### src/rtl/vga_scanout_if.sv
// Framebuffer read port and VGA pin bundle for vga_scanout.
// The master side is the scanout block; the slave side is the framebuffer
// memory plus the board DAC.
interface vga_scanout_if #(
    parameter int BITS_PER_CHANNEL = 1
);
    logic [14:0]                     mem_addr;
    logic [3*BITS_PER_CHANNEL-1:0]   mem_data;
    logic [7:0]                      VGA_R;
    logic [7:0]                      VGA_G;
    logic [7:0]                      VGA_B;
    logic                            VGA_HS;
    logic                            VGA_VS;
    logic                            VGA_BLANK_N;
    logic                            VGA_SYNC_N;
    logic                            VGA_CLK;
    logic                            frame_start;

    modport master (
        output mem_addr,
        input  mem_data,
        output VGA_R, VGA_G, VGA_B,
        output VGA_HS, VGA_VS, VGA_BLANK_N, VGA_SYNC_N, VGA_CLK,
        output frame_start
    );

    modport slave (
        input  mem_addr,
        output mem_data,
        input  VGA_R, VGA_G, VGA_B,
        input  VGA_HS, VGA_VS, VGA_BLANK_N, VGA_SYNC_N, VGA_CLK,
        input  frame_start
    );
endinterface

### src/rtl/vga_scanout.sv
// 160x120 framebuffer reader driving 640x480@60Hz VGA from a 50 MHz clock.
// Each stored pixel covers a 4x4 block of screen pixels. Counters advance
// every other CLOCK_50 cycle; the memory read sits in the idle half so the
// pins show pixel P two cycles after the counters reach P.
module vga_scanout #(
    parameter int BITS_PER_CHANNEL = 1
) (
    input  logic          CLOCK_50,
    input  logic          reset,
    vga_scanout_if.master bus
);
    localparam int BPC = BITS_PER_CHANNEL;

    localparam logic [9:0] H_LAST      = 10'd799;
    localparam logic [9:0] H_VIS       = 10'd640;
    localparam logic [9:0] H_SYNC_BEG  = 10'd656;
    localparam logic [9:0] H_SYNC_END  = 10'd751;
    localparam logic [9:0] V_LAST      = 10'd524;
    localparam logic [9:0] V_VIS       = 10'd480;
    localparam logic [9:0] V_SYNC_BEG  = 10'd490;
    localparam logic [9:0] V_SYNC_END  = 10'd491;

    // Replicate a channel field across 8 bits so full scale maps to 0xFF.
    function automatic logic [7:0] expand(input logic [BPC-1:0] f);
        return {(8/BPC){f}};
    endfunction

    logic       pix_en_q;
    logic       vga_clk_q;
    logic [9:0] hc_q, hc_d;
    logic [9:0] vc_q, vc_d;
    logic [7:0] r_q, r_d, g_q, g_d, b_q, b_d;
    logic       hs_q, hs_d, vs_q, vs_d, blank_n_q, blank_n_d;
    logic       fs_q, fs_d;
    logic       visible;
    logic [7:0] x_c;
    logic [6:0] y_c;

    // Divide-by-two pixel enable and the DAC clock that rises mid-pixel.
    always_ff @(posedge CLOCK_50 or posedge reset) begin
        if (reset) begin
            pix_en_q  <= 1'b0;
            vga_clk_q <= 1'b0;
        end else begin
            pix_en_q  <= ~pix_en_q;
            vga_clk_q <= ~pix_en_q;
        end
    end

    // Raster position advance: hc wraps at end of line and carries into vc.
    always_comb begin
        hc_d = hc_q + 10'd1;
        vc_d = vc_q;
        if (hc_q == H_LAST) begin
            hc_d = 10'd0;
            vc_d = (vc_q == V_LAST) ? 10'd0 : vc_q + 10'd1;
        end
    end

    // Pin values for the pixel the counters currently point at.
    always_comb begin
        visible   = (hc_q < H_VIS) && (vc_q < V_VIS);
        hs_d      = !((hc_q >= H_SYNC_BEG) && (hc_q <= H_SYNC_END));
        vs_d      = !((vc_q >= V_SYNC_BEG) && (vc_q <= V_SYNC_END));
        blank_n_d = visible;
        r_d       = 8'h00;
        g_d       = 8'h00;
        b_d       = 8'h00;
        if (visible) begin
            r_d = expand(bus.mem_data[3*BPC-1:2*BPC]);
            g_d = expand(bus.mem_data[2*BPC-1:BPC]);
            b_d = expand(bus.mem_data[BPC-1:0]);
        end
        // Pulse only on the load edge so it lasts a single CLOCK_50 cycle.
        fs_d = pix_en_q && (hc_q == 10'd0) && (vc_q == 10'd0);
    end

    // Counters and output pins step on edges that close a pix_en=1 cycle.
    always_ff @(posedge CLOCK_50 or posedge reset) begin
        if (reset) begin
            hc_q      <= 10'd0;
            vc_q      <= 10'd0;
            r_q       <= 8'h00;
            g_q       <= 8'h00;
            b_q       <= 8'h00;
            hs_q      <= 1'b1;
            vs_q      <= 1'b1;
            blank_n_q <= 1'b0;
        end else if (pix_en_q) begin
            hc_q      <= hc_d;
            vc_q      <= vc_d;
            r_q       <= r_d;
            g_q       <= g_d;
            b_q       <= b_d;
            hs_q      <= hs_d;
            vs_q      <= vs_d;
            blank_n_q <= blank_n_d;
        end
    end

    // frame_start is re-evaluated every cycle so it never stretches to two.
    always_ff @(posedge CLOCK_50 or posedge reset) begin
        if (reset) begin
            fs_q <= 1'b0;
        end else begin
            fs_q <= fs_d;
        end
    end

    // Address clamps into the last row/column during blanking so it never
    // leaves the 19200-entry framebuffer.
    always_comb begin
        x_c = (hc_q[9:2] > 8'd159) ? 8'd159 : hc_q[9:2];
        y_c = (vc_q[9:2] > 8'd119) ? 7'd119 : vc_q[8:2];
        bus.mem_addr = {1'b0, y_c, 7'b0} + {3'b0, y_c, 5'b0} + {7'b0, x_c};
    end

    assign bus.VGA_R       = r_q;
    assign bus.VGA_G       = g_q;
    assign bus.VGA_B       = b_q;
    assign bus.VGA_HS      = hs_q;
    assign bus.VGA_VS      = vs_q;
    assign bus.VGA_BLANK_N = blank_n_q;
    assign bus.VGA_SYNC_N  = 1'b0;
    assign bus.VGA_CLK     = vga_clk_q;
    assign bus.frame_start = fs_q;
endmodule
### src/flat_wrapper.sv
// flat-port wrapper written by rule: the top's interface ports become plain ports
module vga_scanout_flat 
#(
    parameter int BITS_PER_CHANNEL = 1
)
  (CLOCK_50, reset, bus_mem_addr, bus_mem_data, bus_VGA_R, bus_VGA_G, bus_VGA_B, bus_VGA_HS, bus_VGA_VS, bus_VGA_BLANK_N, bus_VGA_SYNC_N, bus_VGA_CLK, bus_frame_start);
  vga_scanout_if #(.BITS_PER_CHANNEL(BITS_PER_CHANNEL)) bus_i ();
  input  logic CLOCK_50;
  input  logic reset;
  output wire logic [$bits(bus_i.mem_addr)-1:0] bus_mem_addr;
  input wire logic [$bits(bus_i.mem_data)-1:0] bus_mem_data;
  output wire logic [$bits(bus_i.VGA_R)-1:0] bus_VGA_R;
  output wire logic [$bits(bus_i.VGA_G)-1:0] bus_VGA_G;
  output wire logic [$bits(bus_i.VGA_B)-1:0] bus_VGA_B;
  output wire logic [$bits(bus_i.VGA_HS)-1:0] bus_VGA_HS;
  output wire logic [$bits(bus_i.VGA_VS)-1:0] bus_VGA_VS;
  output wire logic [$bits(bus_i.VGA_BLANK_N)-1:0] bus_VGA_BLANK_N;
  output wire logic [$bits(bus_i.VGA_SYNC_N)-1:0] bus_VGA_SYNC_N;
  output wire logic [$bits(bus_i.VGA_CLK)-1:0] bus_VGA_CLK;
  output wire logic [$bits(bus_i.frame_start)-1:0] bus_frame_start;
  assign bus_mem_addr = bus_i.mem_addr;
  assign bus_i.mem_data = bus_mem_data;
  assign bus_VGA_R = bus_i.VGA_R;
  assign bus_VGA_G = bus_i.VGA_G;
  assign bus_VGA_B = bus_i.VGA_B;
  assign bus_VGA_HS = bus_i.VGA_HS;
  assign bus_VGA_VS = bus_i.VGA_VS;
  assign bus_VGA_BLANK_N = bus_i.VGA_BLANK_N;
  assign bus_VGA_SYNC_N = bus_i.VGA_SYNC_N;
  assign bus_VGA_CLK = bus_i.VGA_CLK;
  assign bus_frame_start = bus_i.frame_start;
  vga_scanout #(.BITS_PER_CHANNEL(BITS_PER_CHANNEL)) u_core (.CLOCK_50(CLOCK_50), .reset(reset), .bus(bus_i));
endmodule
### config.mk
export PLATFORM = sky130hd
export DESIGN_NAME = vga_scanout_flat
export DESIGN_NICKNAME = d
export VERILOG_FILES = /design/src/rtl/vga_scanout_if.sv /design/src/rtl/vga_scanout.sv /design/src/flat_wrapper.sv
export SDC_FILE = /design/constraint.sdc
export NUM_CORES = 1
export LEC_CHECK = 0
export ABC_AREA = 0
export CORE_ASPECT_RATIO = 0.75
export CORE_UTILIZATION = 45
export DETAILED_ROUTE_END_ITERATION = 16
export GPL_TIMING_DRIVEN = 0
export PLACE_DENSITY = 0.74
export SETUP_SLACK_MARGIN = 0.5
export SYNTH_ARGS = -nofsm -noshare
export SYNTH_HDL_FRONTEND = slang
export SYNTH_SLANG_ARGS = --single-unit
export TNS_END_PERCENT = 1
### constraint.sdc
create_clock -name CLOCK_50 -period 10.2 [get_ports CLOCK_50]
set_clock_uncertainty 0.2 [all_clocks]
set_input_delay 2.04 -clock CLOCK_50 [delete_from_list [all_inputs] [get_ports CLOCK_50]]
set_output_delay 2.04 -clock CLOCK_50 [all_outputs]
set_load 0.02 [all_outputs]
# Yosys cells after proc, flatten, opt, wreduce, memory -nomap -nowiden
# Cells that the tools add are included.
# classes
n_addsub	4
n_lt_le_gt_ge	8
n_eq_ne	2
mux	7
bitwise	1
n_reduce_logical	10
# ops
op	n
8-bit two-way mux	4
10-bit by 1-bit adder with 10-bit output (second input constant)	2
10-bit == test (second input constant)	2
10-bit logical NOT	2
10-bit two-way mux	2
14-bit by 12-bit adder with 15-bit output	1
15-bit by 8-bit adder with 15-bit output	1
10-bit >= comparator (second input constant)	1
10-bit by 9-bit >= comparator with 1-bit output (second input constant)	1
10-bit <= comparator (second input constant)	1
10-bit by 9-bit <= comparator with 1-bit output (second input constant)	1
10-bit less-than comparator (second input constant)	1
10-bit by 9-bit less-than comparator with 1-bit output (second input constant)	1
8-bit by 7-bit greater-than comparator with 1-bit output (second input constant)	1
8-bit greater-than comparator (second input constant)	1
7-bit two-way mux	1
1-bit logical AND	5
1-bit logical NOT	2
2-bit AND reduction	1
1-bit inverter	1
# totals
regBits	49
word_cells	42

# Longest topological paths before layout
# logic_depth
depth_word	4
depth_mapped	10
depth_no_buf	10

# Least setup slack after synthesis
# No wires, ideal clock.
# synth_path
path_kind	flip-flop to output port
start	register u_core.vc_q[7]
end	output bus_mem_addr[12]
arrival_time_ns	2.654
t_required_ns	7.960
slack_ns	5.306
stages_incl_launch_ff	10
path_buffers	0
path_cell_list	dfrtp_1 nand4_1 nor2b_1 nand2b_1 fa_1 fa_1 a21oi_1 o211ai_1 a21oi_1 xnor2_1
# synth_between
elab_chain_len	4
# synth_rtl
element	line_no	rtl
start: declaration	vga_scanout.sv:31	logic [9:0] vc_q, vc_d;
start signal: assignment	vga_scanout.sv:91	vc_q <= vc_d;
8-bit by 7-bit greater-than comparator with 1-bit output	vga_scanout.sv:114	y_c = (vc_q[9:2] > 8'd119) ? 7'd119 : vc_q[8:2];
7-bit two-way mux *	vga_scanout.sv:114	
14-bit by 12-bit adder with 15-bit output *	vga_scanout.sv:115	bus.mem_addr = {1'b0, y_c, 7'b0} + {3'b0, y_c, 5'b0} + {7'b0, x_c};
15-bit by 8-bit adder with 15-bit output *	vga_scanout.sv:115	
end: declaration	flat_wrapper.sv:10	output wire logic [$bits(bus_i.mem_addr)-1:0] bus_mem_addr;
# Every way passes the cells marked *; elsewhere a longest branch is shown, timed or not.

# Worst setup path in the final report
# Same ends and word-level chain as after synthesis.

==> results.md <==
- Wire per inst: approximately 13 um
- Hold Crit Depth: 2
- Synth Instances: 216
- Leak: around 1.3 nW
- Placed cells: approximately 320
- Outcome: finished, final reports clean
- Post-Synth Adder-Cell Area: roughly 13%
- Largest family of logic cells by synthesized area: simple AND/OR/NAND/NOR gates
- HPWL Detailed: 3470 um
- Most frequent cells in the layout: clkdlybuf4s50_1 (48), dfrtp_1 (26), buf_4 (23)
- Non-Filler Instances: 323
- Total Wirelength: 4330 um
- Worst-margin pin slew: between 1000 and 1500 ps
- Hold_buf cts: 0
- Crit Path Category: flop to output port
- Crit path launch type: flop
- Critical path, cell by cell: nand4_1 > nor2b_1 > nand2b_1 > fa_1 > fa_1 > a21oi_1 > o211ai_1 > a21oi_1 > xnor2_1 > clkdlybuf4s50_1
- Multiplexer area fraction after synthesis: less than 1%
- Origin of the critical flop-to-flop path: u_core.vc_q[0]
- HP Class: flop to flop
- Register area share after synthesis: between 30% and 40%
- Root Driver: clkbuf_8
- Port buffer count: between 40 and 50
- FF-to-FF setup slack: roughly 8000 ps
- Tmin final: 5970 ps
- Post-synthesis cell type count: 48
- Post-synth EDFFs: 0
- DRC: 0
- Fin util: between 60% and 70%
- All-layer global routing usage: roughly a fifth
- Reg2Reg Depth: 6
- Antenna Nets Post-Route: 0
- Switching Fraction: between 20% and 30%
- Logic gate share of total power: 11.8%
- Share of flip-flops with an asynchronous set or reset: 100%
- P_sw: between 40 and 50 uW
- Reg2Reg Capture Point: u_core.vc_q[9]
- Post-Synth XOR/XNOR Area: under 10%
- Tcrit/Tclk final: between 50% and 60%
- Die H: approximately 61 um
- Vias: 1663
- H-tree level count: 1
- Vias in the first global route: 1612
- GR Overflow Total: 0
- Most used flip-flop cell after synthesis: dfrtp_1
- Slew Limit Fails: 0
- Nets@finish: 294
- Die ar.: 0.00487 sq mm
- Maximum vdd drop: between 0.08 and 0.09 mV
- Hold_sp: u_core.bus.VGA_VS
- WHS Endpoint: u_core.bus.VGA_VS
- Area contributors post-synth: dfrtp_1 (31%), ha_1 (11%), buf_4 (8.4%)
- Mapped Area: 0.00207 sq mm
- Synthesized flop and latch total: 28
- Crit-path slowest cell: clkdlybuf4s50_1
- Post-synthesis simple-gate area fraction: between 20% and 30%
- Starting density of the core: just under 50%
- # rows: 20
- Arr. time, crit path: about 3700 ps
- Cts repair resizes: 0
- Initial antenna violation count: 0
- Share of the synthesized area in the top cell type: 31.5%
- Max_cap viols: 0
- DR pass1 iterations: 4
- Fin. Hold Viols: 0
- Clk pwr share: about 39%
- Maximum clock frequency: approximately 170 MHz
- Starting DRC count in detailed routing: between 90 and 100
- Setup TNS: 0 ps
- Multi-input logic area: 0.00113 sq mm
- Sequential cell area: 703 sq um
- Leading cell type in the layout, fill and taps excluded: clkdlybuf4s50_1
- Endpoints failing setup: 0
- Post-CTS setup buffer count: 0
- Syn_nets: between 200 and 250
- Top Ports: 50
- CP max stage delay: about 600 ps
- Sink Count: 28
- RSZ-0062 raised after global routing: no
- Mean Syn Cell Area: roughly 9.6 sq um
- First-pass GRT wire length: between 7000 and 8000 um
- Sequential fraction of design power: around half
- Inserted Clock Buffers: 3
- CP Max Fanout: 5
- Overall die width: approximately 80 um
- Crit path capture type: output port
- Clock Path Buffers: 2
- Slew margin rel.: between 20 and 30%
- Placer Congestion: roughly 0.79
- Total chip power: ~230 uW
- Synth area leader: dfrtp_1
- Crit path from: u_core.vc_q[7]
- Largest net degree at the start of global routing: 29
- Internal: around 180 uW
- Antenna cells: 0
- Drt via density: ~5.1
- Worst-skew pair later-pin latency: roughly 280 ps
- Layout area overhead: 30.0%
- Reg clk slew, reported paths: around 100 ps
- TritonCTS clock tree: built
- Core area: about 0.0042 sq mm
- Crit path required time: 7960 ps
- Layout cell share with drive strength beyond 1: 16.0%
- Warnings, synthesis: 0
- PD cells: around 85 mW/mm^2
- Number of fill cells: about 360
- Compound-cell area share of the yosys netlist: 10.7%
-- through the flow --
stage / hold slack [ps] / area, sq um / worst slack [ps]
5_1_grt: 326 / 2690 / 3960
6_report: 293 / 2690 / 4230
3_3_place_gp: 270 / 2620 / 4540
4_1_cts: 299 / 2690 / 4180
2_1_floorplan: 283 / 2070 / 5310
3_5_place_dp: 273 / 2620 / 4500
-- per-layer routing --
metal / global-route usage [%] / vias to the layer above / part of all wire, %
li1: - / 836 / -
met1: 31.7 / 789 / 53
met2: 31.6 / 34 / 43
met3: 3.61 / 4 / 3.3
met4: 3.83 / 0 / 0.58
met5: 0 / - / 0
-- power by group through the flow --
stage	clock network, mW	logic, mW	registers (mW)
global placement	0	0.0271	0.115
detailed placement	0	0.0272	0.115
finish	0.0880	0.0269	0.113
global route	0.0957	0.0283	0.113
floorplan	0	0.0145	0.116
CTS	0.0908	0.0272	0.113
-- state kept, by name, indices dropped and copies added (netlist names) --
name / count
u_core.pix_en_q: 1
u_core.bus.VGA_G: 1
u_core.vc_q: 10
u_core.bus.VGA_BLANK_N: 1
u_core.bus.frame_start: 1
u_core.hc_q: 10
u_core.bus.VGA_HS: 1
u_core.bus.VGA_R: 1
u_core.bus.VGA_B: 1
u_core.bus.VGA_VS: 1
-- cells by family after synthesis --
family | Yosys count
DFF | 28
xor gates and xnor gates | 17
adders and majority gates | 20
muxes | 1
and+or+nand+nor | 76
buffers and inverters | 37
other | 1
AOI/OAI and AO/OA | 36
-- critical path, delay by kind of cell, from the launching register on --
| kind | cells | cell delay, ps |
|---|---|---|
| buffers and inverters | 1 | 610 |
| and+or+nand+nor | 3 | 690 |
| xor gates and xnor gates | 1 | 130 |
| AOI/OAI and AO/OA | 3 | 560 |
| adders and majority gates | 2 | 1000 |
| DFF | 1 | 450 |
-- worst max path at each step --
| stage | to |
|---|---|
| 2_1_floorplan | bus_mem_addr[12] |
| 3_3_place_gp | bus_mem_addr[12] |
| 3_5_place_dp | bus_mem_addr[12] |
| 4_1_cts | bus_mem_addr[12] |
| 5_1_grt | bus_mem_addr[12] |
| 6_report | bus_mem_addr[12] |
-- Yosys cell counts (3+ instances only) --
library cell	instances
dfrtp_1	26
buf_4	23
ha_1	18
nand2_1	11
o21ai_0	11
nand2b_1	10
xnor2_1	10
inv_1	9
nor2_1	9
nand3_1	8
a21oi_1	7
xor2_1	7
and3_1	6
a21o_1	4
nand4_1	4
o21ai_1	4
a22o_1	3
nor2b_1	3
nor3_2	3
nor4b_1	3
-- final cells by class --
type	count	share of cell area (%)
flip-flops and latches	28	26.2
clock inverters	1	1.12
plain buffers	28	7.50
multi-input cells	151	42.0
well taps	55	2.56
inverters	9	1.26
clock buffers	3	1.54
repair buffers	48	17.9
No activity file was read; power rests on OpenSTA's default activity.
